### src/rtl/fft_stage_sequencer.sv
// Control sequencer for an in-place radix-2 DIT FFT over a shared sample RAM.
// Walks stages and butterflies, driving RAM, twiddle ROM and butterfly-unit strobes.
module fft_stage_sequencer #(
  parameter int MAX_LOG2N = 11,
  parameter int BFLY_LAT  = 4
) (
  input  logic                 i_clk,
  input  logic                 i_rst,
  input  logic                 i_DATA_LOADED,
  input  logic [MAX_LOG2N:0]   i_SAMPLES_NUMBER,
  output logic [MAX_LOG2N:0]   o_RAM_ADDR,
  output logic                 o_RAM_RD,
  output logic                 o_RAM_WR,
  output logic                 o_WR_SEL,
  output logic                 o_BFLY_LOAD_A,
  output logic                 o_BFLY_LOAD_B,
  output logic                 o_BFLY_START,
  output logic [MAX_LOG2N-1:0] o_TWIDDLE_ADDR,
  output logic [3:0]           o_STAGE,
  output logic                 o_BUSY,
  output logic                 o_CALC_END,
  output logic                 o_ERR
);

  localparam int AW = MAX_LOG2N + 1;
  localparam int TW = MAX_LOG2N;
  localparam int CW = (BFLY_LAT > 1) ? $clog2(BFLY_LAT) : 1;

  typedef enum logic [2:0] {
    S_IDLE, S_RD_A, S_RD_B, S_LD_B, S_WAIT, S_WR_A, S_WR_B, S_DONE
  } state_t;

  state_t          state_q, state_d;
  logic [3:0]      s_q, l_q;
  logic [TW-1:0]   k_q;
  logic [AW-1:0]   n_q;
  logic [CW-1:0]   cnt_q;
  logic            calc_end_q, err_q;

  logic            n_valid, start_ok, start_bad, last_k, last_s;
  logic [AW-1:0]   k_ext, half, j, a_addr, b_addr;
  logic [TW-1:0]   tw;

  function automatic logic [3:0] log2_of(input logic [AW-1:0] n);
    logic [3:0] r;
    r = '0;
    for (int i = 0; i < AW; i++)
      if (n[i]) r = 4'(i);
    return r;
  endfunction

  // A power of two above 1 that fits in AW bits is automatically <= 2^MAX_LOG2N.
  assign n_valid   = (i_SAMPLES_NUMBER > AW'(1)) &&
                     ((i_SAMPLES_NUMBER & (i_SAMPLES_NUMBER - AW'(1))) == '0);
  assign start_ok  = (state_q == S_IDLE) && i_DATA_LOADED && n_valid;
  assign start_bad = (state_q == S_IDLE) && i_DATA_LOADED && !n_valid;

  assign k_ext  = {1'b0, k_q};
  assign half   = AW'(1) << s_q;
  assign j      = k_ext & (half - AW'(1));
  assign a_addr = ((k_ext >> s_q) << (s_q + 4'd1)) | j;
  assign b_addr = a_addr + half;
  assign tw     = TW'(j << (l_q - 4'd1 - s_q));
  assign last_k = (k_ext == ((n_q >> 1) - AW'(1)));
  assign last_s = (s_q == (l_q - 4'd1));

  assign o_CALC_END = calc_end_q;
  assign o_ERR      = err_q;

  always_ff @(posedge i_clk) begin
    if (i_rst) begin
      state_q    <= S_IDLE;
      s_q        <= '0;
      l_q        <= '0;
      k_q        <= '0;
      n_q        <= '0;
      cnt_q      <= '0;
      calc_end_q <= 1'b0;
      err_q      <= 1'b0;
    end else begin
      state_q <= state_d;
      err_q   <= start_bad;
      case (state_q)
        S_IDLE: if (start_ok) begin
          n_q        <= i_SAMPLES_NUMBER;
          l_q        <= log2_of(i_SAMPLES_NUMBER);
          s_q        <= '0;
          k_q        <= '0;
          calc_end_q <= 1'b0;
        end
        S_LD_B: cnt_q <= CW'(BFLY_LAT - 1);
        S_WAIT: if (cnt_q != '0) cnt_q <= cnt_q - CW'(1);
        S_WR_B: begin
          if (!last_k) k_q <= k_q + TW'(1);
          else if (!last_s) begin
            s_q <= s_q + 4'd1;
            k_q <= '0;
          end else calc_end_q <= 1'b1;
        end
        default: ;
      endcase
    end
  end

  always_comb begin
    state_d        = state_q;
    o_RAM_ADDR     = '0;
    o_RAM_RD       = 1'b0;
    o_RAM_WR       = 1'b0;
    o_WR_SEL       = 1'b0;
    o_BFLY_LOAD_A  = 1'b0;
    o_BFLY_LOAD_B  = 1'b0;
    o_BFLY_START   = 1'b0;
    o_TWIDDLE_ADDR = '0;
    o_STAGE        = '0;
    o_BUSY         = (state_q != S_IDLE);
    if (state_q != S_IDLE && state_q != S_DONE) begin
      o_TWIDDLE_ADDR = tw;
      o_STAGE        = s_q;
    end
    case (state_q)
      S_IDLE: if (start_ok) state_d = S_RD_A;
      S_RD_A: begin
        state_d    = S_RD_B;
        o_RAM_ADDR = a_addr;
        o_RAM_RD   = 1'b1;
      end
      S_RD_B: begin
        state_d       = S_LD_B;
        o_RAM_ADDR    = b_addr;
        o_RAM_RD      = 1'b1;
        o_BFLY_LOAD_A = 1'b1;
      end
      S_LD_B: begin
        state_d       = S_WAIT;
        o_BFLY_LOAD_B = 1'b1;
        o_BFLY_START  = 1'b1;
      end
      S_WAIT: if (cnt_q == '0) state_d = S_WR_A;
      S_WR_A: begin
        state_d    = S_WR_B;
        o_RAM_ADDR = a_addr;
        o_RAM_WR   = 1'b1;
      end
      S_WR_B: begin
        state_d    = (last_k && last_s) ? S_DONE : S_RD_A;
        o_RAM_ADDR = b_addr;
        o_RAM_WR   = 1'b1;
        o_WR_SEL   = 1'b1;
      end
      S_DONE:  state_d = S_IDLE;
      default: state_d = S_IDLE;
    endcase
  end

endmodule
### config.mk
export PLATFORM = sky130hd
export DESIGN_NAME = fft_stage_sequencer
export DESIGN_NICKNAME = d
export VERILOG_FILES = /design/src/rtl/fft_stage_sequencer.sv
export SDC_FILE = /design/constraint.sdc
export NUM_CORES = 1
export LEC_CHECK = 0
export ABC_AREA = 1
export CORE_MARGIN = 2
export CORE_UTILIZATION = 40
export CTS_CLUSTER_SIZE = 30
export DETAILED_ROUTE_END_ITERATION = 7
export HOLD_SLACK_MARGIN = 0.1
export PLACE_DENSITY = 0.67
export SYNTH_ARGS = -nofsm -noshare
export SYNTH_HDL_FRONTEND = slang
export SYNTH_SLANG_ARGS = --single-unit
export TNS_END_PERCENT = 10
### constraint.sdc
create_clock -name i_clk -period 3.8 [get_ports i_clk]
set_clock_uncertainty 0.05 [all_clocks]
set_input_delay 0.76 -clock i_clk [delete_from_list [all_inputs] [get_ports i_clk]]
set_output_delay 0.76 -clock i_clk [all_outputs]
set_load 0.05 [all_outputs]
After elaboration in Yosys (flattened, before gate mapping)
Cells that the tools add are included.
{ "word_totals": {"register_bits": 38, "latchBits": 0, "mem_bits_rw": 0, "mem_bits_ro": 0, "out_inout_bits": 36, "word_cells": 103, "memories": 0} }
{ "classes": {"add_sub_neg": 9, "mul": 0, "n_div": 0, "order_cmp": 1, "n_eq_ne": 17, "n_shift": 4, "mux": 37, "n_bitwise": 3, "n_reduce_logical": 24} }
{ "op_table": {"columns": ["op", "n"], "rows": [
  ["2-to-1 mux 4 bit", 14],
  ["2-to-1 mux 11 bit", 4],
  ["case mux 12 bit (2 select lines)", 1],
  ["case mux 3 bit (8 select lines)", 1],
  ["subtractor 12 x 1 -> 12 bit, second input constant", 2],
  ["case mux 11 bit (2 select lines)", 1],
  ["adder 12 bit", 1],
  ["bitwise AND 11 x 12 -> 12 bit", 1],
  ["bitwise AND 12 bit", 1],
  ["== test 11 x 12 -> 1 bit", 1],
  ["== test 3 bit, second input constant", 4],
  ["> comparator 12 x 1 -> 1 bit, second input constant", 1],
  ["zero test 12 bit", 1],
  ["inequality test 2 bit, second input constant", 6],
  ["bitwise OR 12 bit", 1],
  ["left shift 1 x 4 -> 12 bit, first input constant", 1],
  ["left shift 12 x 4 -> 11 bit", 1],
  ["left shift 12 x 4 -> 12 bit", 1],
  ["right shift 11 x 4 -> 12 bit", 1],
  ["subtractor 11 x 1 -> 12 bit, second input constant", 1],
  ["adder 11 x 1 -> 11 bit, second input constant", 1],
  ["2-to-1 mux 1 bit", 9],
  ["2-to-1 mux 3 bit", 3],
  ["case mux 4 bit (2 select lines)", 1],
  ["21 further kinds", 36]
]} }

Longest topological paths before layout
Gate-level depths: netlist of run 1.
{ "depth": {"ltp_word": 11, "mapped_depth": 29, "ltp_nobuf": 29} }

Worst setup path before layout of run 1
OpenSTA, ideal clock, no wires.
{ "synth_path": {"path_kind": "register to output", "startpoint": "register s_q[1]", "endpoint": "output o_RAM_ADDR[6]", "arrival_time_ns": 3.843, "required_ns": 2.990, "slack_ns": -0.853, "path_stages_with_launch": 20, "cell_sequence": "dfxtp_1 -> inv_2 -> buf_2 -> ha_1 -> inv_1 -> nor2_1 -> inv_1 -> ha_1 -> inv_1 -> nor2_2 -> a21oi_1 -> o21ai_0 -> o21ai_0 -> ha_1 -> inv_1 -> nor4_1 -> nand2_1 -> nand2_1 -> a21oi_1 -> o21ai_0"} }
{ "synth_via": {"elab_chain_len": 6} }
{ "synth_lines": {"columns": ["element", "line_no", "source"], "rows": [
  ["start, declared", "34", "logic [3:0] s_q, l_q;"],
  ["start signal, assigned", "96", "s_q <= s_q + 4'd1;"],
  ["left shift 1 x 4 -> 12 bit", "59", "assign half = AW'(1) << s_q;"],
  ["subtractor 12 x 1 -> 12 bit", "60", "assign j = k_ext & (half - AW'(1));"],
  ["bitwise AND 11 x 12 -> 12 bit", "60", null],
  ["bitwise OR 12 bit", "61", "assign a_addr = ((k_ext >> s_q) << (s_q + 4'd1)) | j;"],
  ["adder 12 bit", "62", "assign b_addr = a_addr + half;"],
  ["case mux 12 bit (2 select lines) (*)", "121", "case (state_q)"],
  ["end, declared", "11", "output logic [MAX_LOG2N:0] o_RAM_ADDR,"]
]} }
Mark *: on every way between the ends. The rest lies on a longest branch, timed or not.

Worst setup path after layout of run 1
{ "layout_path": {"startpoint": "register s_q[0]", "endpoint": "output o_RAM_ADDR[9]"} }
Same word-level chain as after synthesis.

==> key figures, run 1 <==
Clock network
  • CTS root buffer: clkbuf_16
  • Hold buffers post-CTS: 0
  • Clock sink count: 37
  • Maximum buffer depth of the clock tree: 2
  • CTS tree: built
  • Worst-path clk slew: 0.06 ns
  • CTS buffer count: 5
  • Clk Latency, worst-skew pair: 0.28 ns
  • # H-tree levels: 2

Finish
  • Filler cells: 964
  • Area of the multi-input gates: 0.003801 mm2
  • Register Area: 753.2 um2
  • Fin nets: 1013
  • N_diodes: 0
  • Area growth syn-to-layout: 57.02%
  • Layout cells sized above 1: 35.56%

Worst setup path
  • CP required: 2.99 ns
  • Type of the worst setup path: reg2out
  • CP endpoint kind: primary output
  • Worst r2r src: n_q[1]
  • Crit-path max FO: 7
  • CP Launch Type: flip-flop
  • Reg2Reg Depth: 14
  • Reg2reg end: s_q[1]
  • Worst Setup SP: s_q[0]
  • Reg2Reg Setup Slack: 1.24 ns
  • Crit path arrival time: 3.49 ns

Logic synthesis
  • Area leader, netlist: dfxtp_1
  • Synth Instances: 780
  • Commonest cells post-synth: 167 x nand2_1, 93 x inv_1, 88 x nand3_1, 78 x nor2_1, 60 x o21ai_0
  • Synth Flop Type: dfxtp_1
  • YS warnings: 0
  • Post-synth EDFFs: 0
  • Ys async rst share: 0%
  • Yosys top cell area share: 15.99%
  • Cell variety after synth: 52
  • Syn_nets: 821
  • Register area share after synthesis: 15.99%
  • Mapped cell area: 0.004632 mm2
  • Top-count cell post-synth: nand2_1
  • Top cells by area, synth: dfxtp_1 16%, nand2_1 14%, nand3_1 9.5%
  • Avg Inst Size Synth: 5.938 um2
  • #FFs+latches synth: 37

Place
  • HPWL after DPL: 11810 um
  • Number of port buffers: 50
  • Post-Place Worst Slack: -0.4517 ns
  • GPL Wtd Cong: 0.9566

Min path
  • Min-Delay Path Class: reg2reg
  • Hold path endpoint: o_CALC_END
  • Hold path start: o_CALC_END
  • Cell count of the worst hold path: 2

STA
  • RSZ-0062 raised after global routing: true
  • Final hold slack: 0.4140 ns
  • Fin crit period: 4.302 ns
  • Fin worst setup slack: -0.5023 ns
  • Least-Margin Pin Slew: 0.7166 ns
  • Final hold vios: 0
  • Fmax: 0.2324 GHz
  • # setup viols final: 11
  • Setup TNS: -3.463 ns
  • Slew Limit Fails: 0
  • Final Cycle Share: 113.2%
  • Slew headroom: 51.72%

Drt
  • Vias: 5792
  • WL/cell: 13.72 um
  • Routed WL: 15320 um
  • First-pass detailed-route iteration total: 5
  • DR vias/cell: 5.190
  • Starting DRC count in detailed routing: 329
  • ANT nets after route: 0
  • Drt drc: 0

Status
  • Outcome: finished, violations left
  • Failing checks: setup timing

Global route
  • Vias in the first global route: 5304
  • GRT Util Overall: 23.31%
  • Largest net degree at the start of global routing: 26
  • Initial antenna violation count: 0
  • First-pass GRT wire length: 24400 um
  • GR Overflow Total: 0

Floorplan
  • Vert. Die Dim: 111.6 um
  • Initial Util: 40.74%
  • IO Pins: 51
  • Cell Rows: 39
  • Die X-Extent: 111.6 um
  • Die area: 0.01246 mm2
  • Core area: 0.01137 mm2

Power
  • Combinational Power Share: 13.1%
  • Switching Share: 25.02%
  • Int Power: 699.8 uW
  • Peak VDD IR: 193.0 uV
  • Reg power frac: 41.7%
  • Clock network fraction of total power: 45.2%
  • Pleak: 3.281 nW
  • NetSw: 233.5 uW
  • PwrDens: 128.3 mW/mm2

Run
  • Max-cap violations: 0
==> registers in the layout, indices dropped and copies added, names as in the netlist <==
signal	count
cnt_q	2
k_q	11
l_q	4
n_q	11
o_CALC_END	1
o_ERR	1
s_q	4
state_q	3
==> routing by layer <==
metal	share of wire [%]	GRT usage, %
met1	43	30.17
met4	2.4	6.749
met3	4.0	1.960
met5	0	0
met2	50	41.50
==> worst max path at each step <==
stage          slack (ns)       endpoint  cells after the start
2_1_floorplan       -0.33  o_RAM_ADDR[9]                     24
3_3_place_gp        -0.34  o_RAM_ADDR[8]                     24
3_5_place_dp        -0.45  o_RAM_ADDR[9]                     24
4_1_cts             -0.57  o_RAM_ADDR[9]                     25
5_1_grt             -0.72  o_RAM_ADDR[9]                     25
6_report            -0.50  o_RAM_ADDR[9]                     25
==> stage by stage <==
stage / utilization [%] / area (um2) / total power [mW] / std cells
after floorplan: - / 4663 / 0.4588 / 780
after global placement: 57.41 / 6528 / 0.5082 / 1091
after detailed placement: 57.41 / 6528 / 0.5088 / 1091
after CTS: 60.17 / 6842 / 0.9317 / 1106
after global routing: 63.97 / 7273 / 0.9650 / 1116
final: 63.97 / 7273 / 0.9334 / 1116
==> logic make-up after synthesis <==
| kind of cell | count (synthesis) | share of synthesized area (%) |
|---|---|---|
| simple gates | 401 | 41.06 |
| compound gates | 154 | 18.53 |
| buf+inv | 134 | 11.45 |
| flops | 37 | 15.99 |
| xor+xnor | 27 | 5.402 |
| fa+ha+maj | 26 | 7.347 |
| mux | 1 | 0.2161 |
==> worst max-delay path, stage by stage (launching register included) <==
cell and delay [ns]:
dfxtp_4 0.40, buf_8 0.15, nand2_1 0.07, nand3_1 0.11, nand3_1 0.10, nand3_2 0.09
o21a_1 0.16, nand2_2 0.09, nor2_4 0.11, nand2_2 0.08, nand2_2 0.10, ha_4 0.20
a21oi_2 0.14, nor2_2 0.06, nor2_2 0.10, nor2_2 0.06, o21ai_2 0.14, nand2_1 0.11
nand2_2 0.10, nand2_1 0.05, nand2_1 0.07, nand2_2 0.09, a21oi_2 0.18, xor2_2 0.20
o21ai_4 0.09, buf_12 0.16
==> power groups by stage <==
| stage | clock network (mW) | registers (mW) | logic (mW) |
|---|---|---|---|
| 4_1_cts | 0.429 | 0.390 | 0.113 |
| 6_report | 0.422 | 0.389 | 0.122 |
| 5_1_grt | 0.442 | 0.389 | 0.133 |
| 2_1_floorplan | 0 | 0.402 | 0.0568 |
| 3_3_place_gp | 0 | 0.399 | 0.109 |
| 3_5_place_dp | 0 | 0.399 | 0.110 |
==> repair_timing <==
| item | in CTS | in global routing |
|---|---|---|
| resized for setup | 42 | 94 |
| endpoints found under the setup margin | 15 | 17 |
| pin swaps | 23 | 50 |
| endpoints found under the hold margin | 0 | 0 |
| gates cloned | 1 | 0 |
| setup buffers | 6 | 10 |
==> cell usage in the layout, fill, tap and decap left out, types with 7 or more instances in the layout <==
cell type and n:
nand3_2 20, buf_12 24, dfxtp_1 33, nand4_1 12, o21ai_0 49, o21ai_2 9
inv_2 27, nor2_4 13, nor3_1 12, inv_1 79, nand3_1 73, buf_4 149
a31oi_1 7, clkdlybuf4s50_1 27, o21ai_1 15, ha_1 15, nor2_2 12, nor2_1 67
nand2_1 145, a21oi_1 39, a21oi_2 8, nand2_2 23, xor2_1 21
==> layout make-up <==
class | count | area share (%)
Tap cell | 143 | 2.460
Multi-Input combinational cell | 609 | 52.26
Timing Repair Buffer | 207 | 26.84
Inverter | 112 | 5.987
Clock inverter | 2 | 0.1892
Clock buffer | 6 | 1.910
Sequential cell | 37 | 10.36
(Power assumes the default switching activity.)
==> inputs of run 2 (changes only) <==
--- a/config.mk
+++ b/config.mk
@@ -6,6 +6,7 @@
 export NUM_CORES = 1
 export LEC_CHECK = 0
 export ABC_AREA = 1
+export CAP_MARGIN = 10
 export CORE_MARGIN = 2
 export CORE_UTILIZATION = 40
 export CTS_CLUSTER_SIZE = 30
==> results of run 2 <==
Final layout, timing and power as in run 1 (identical DEF).
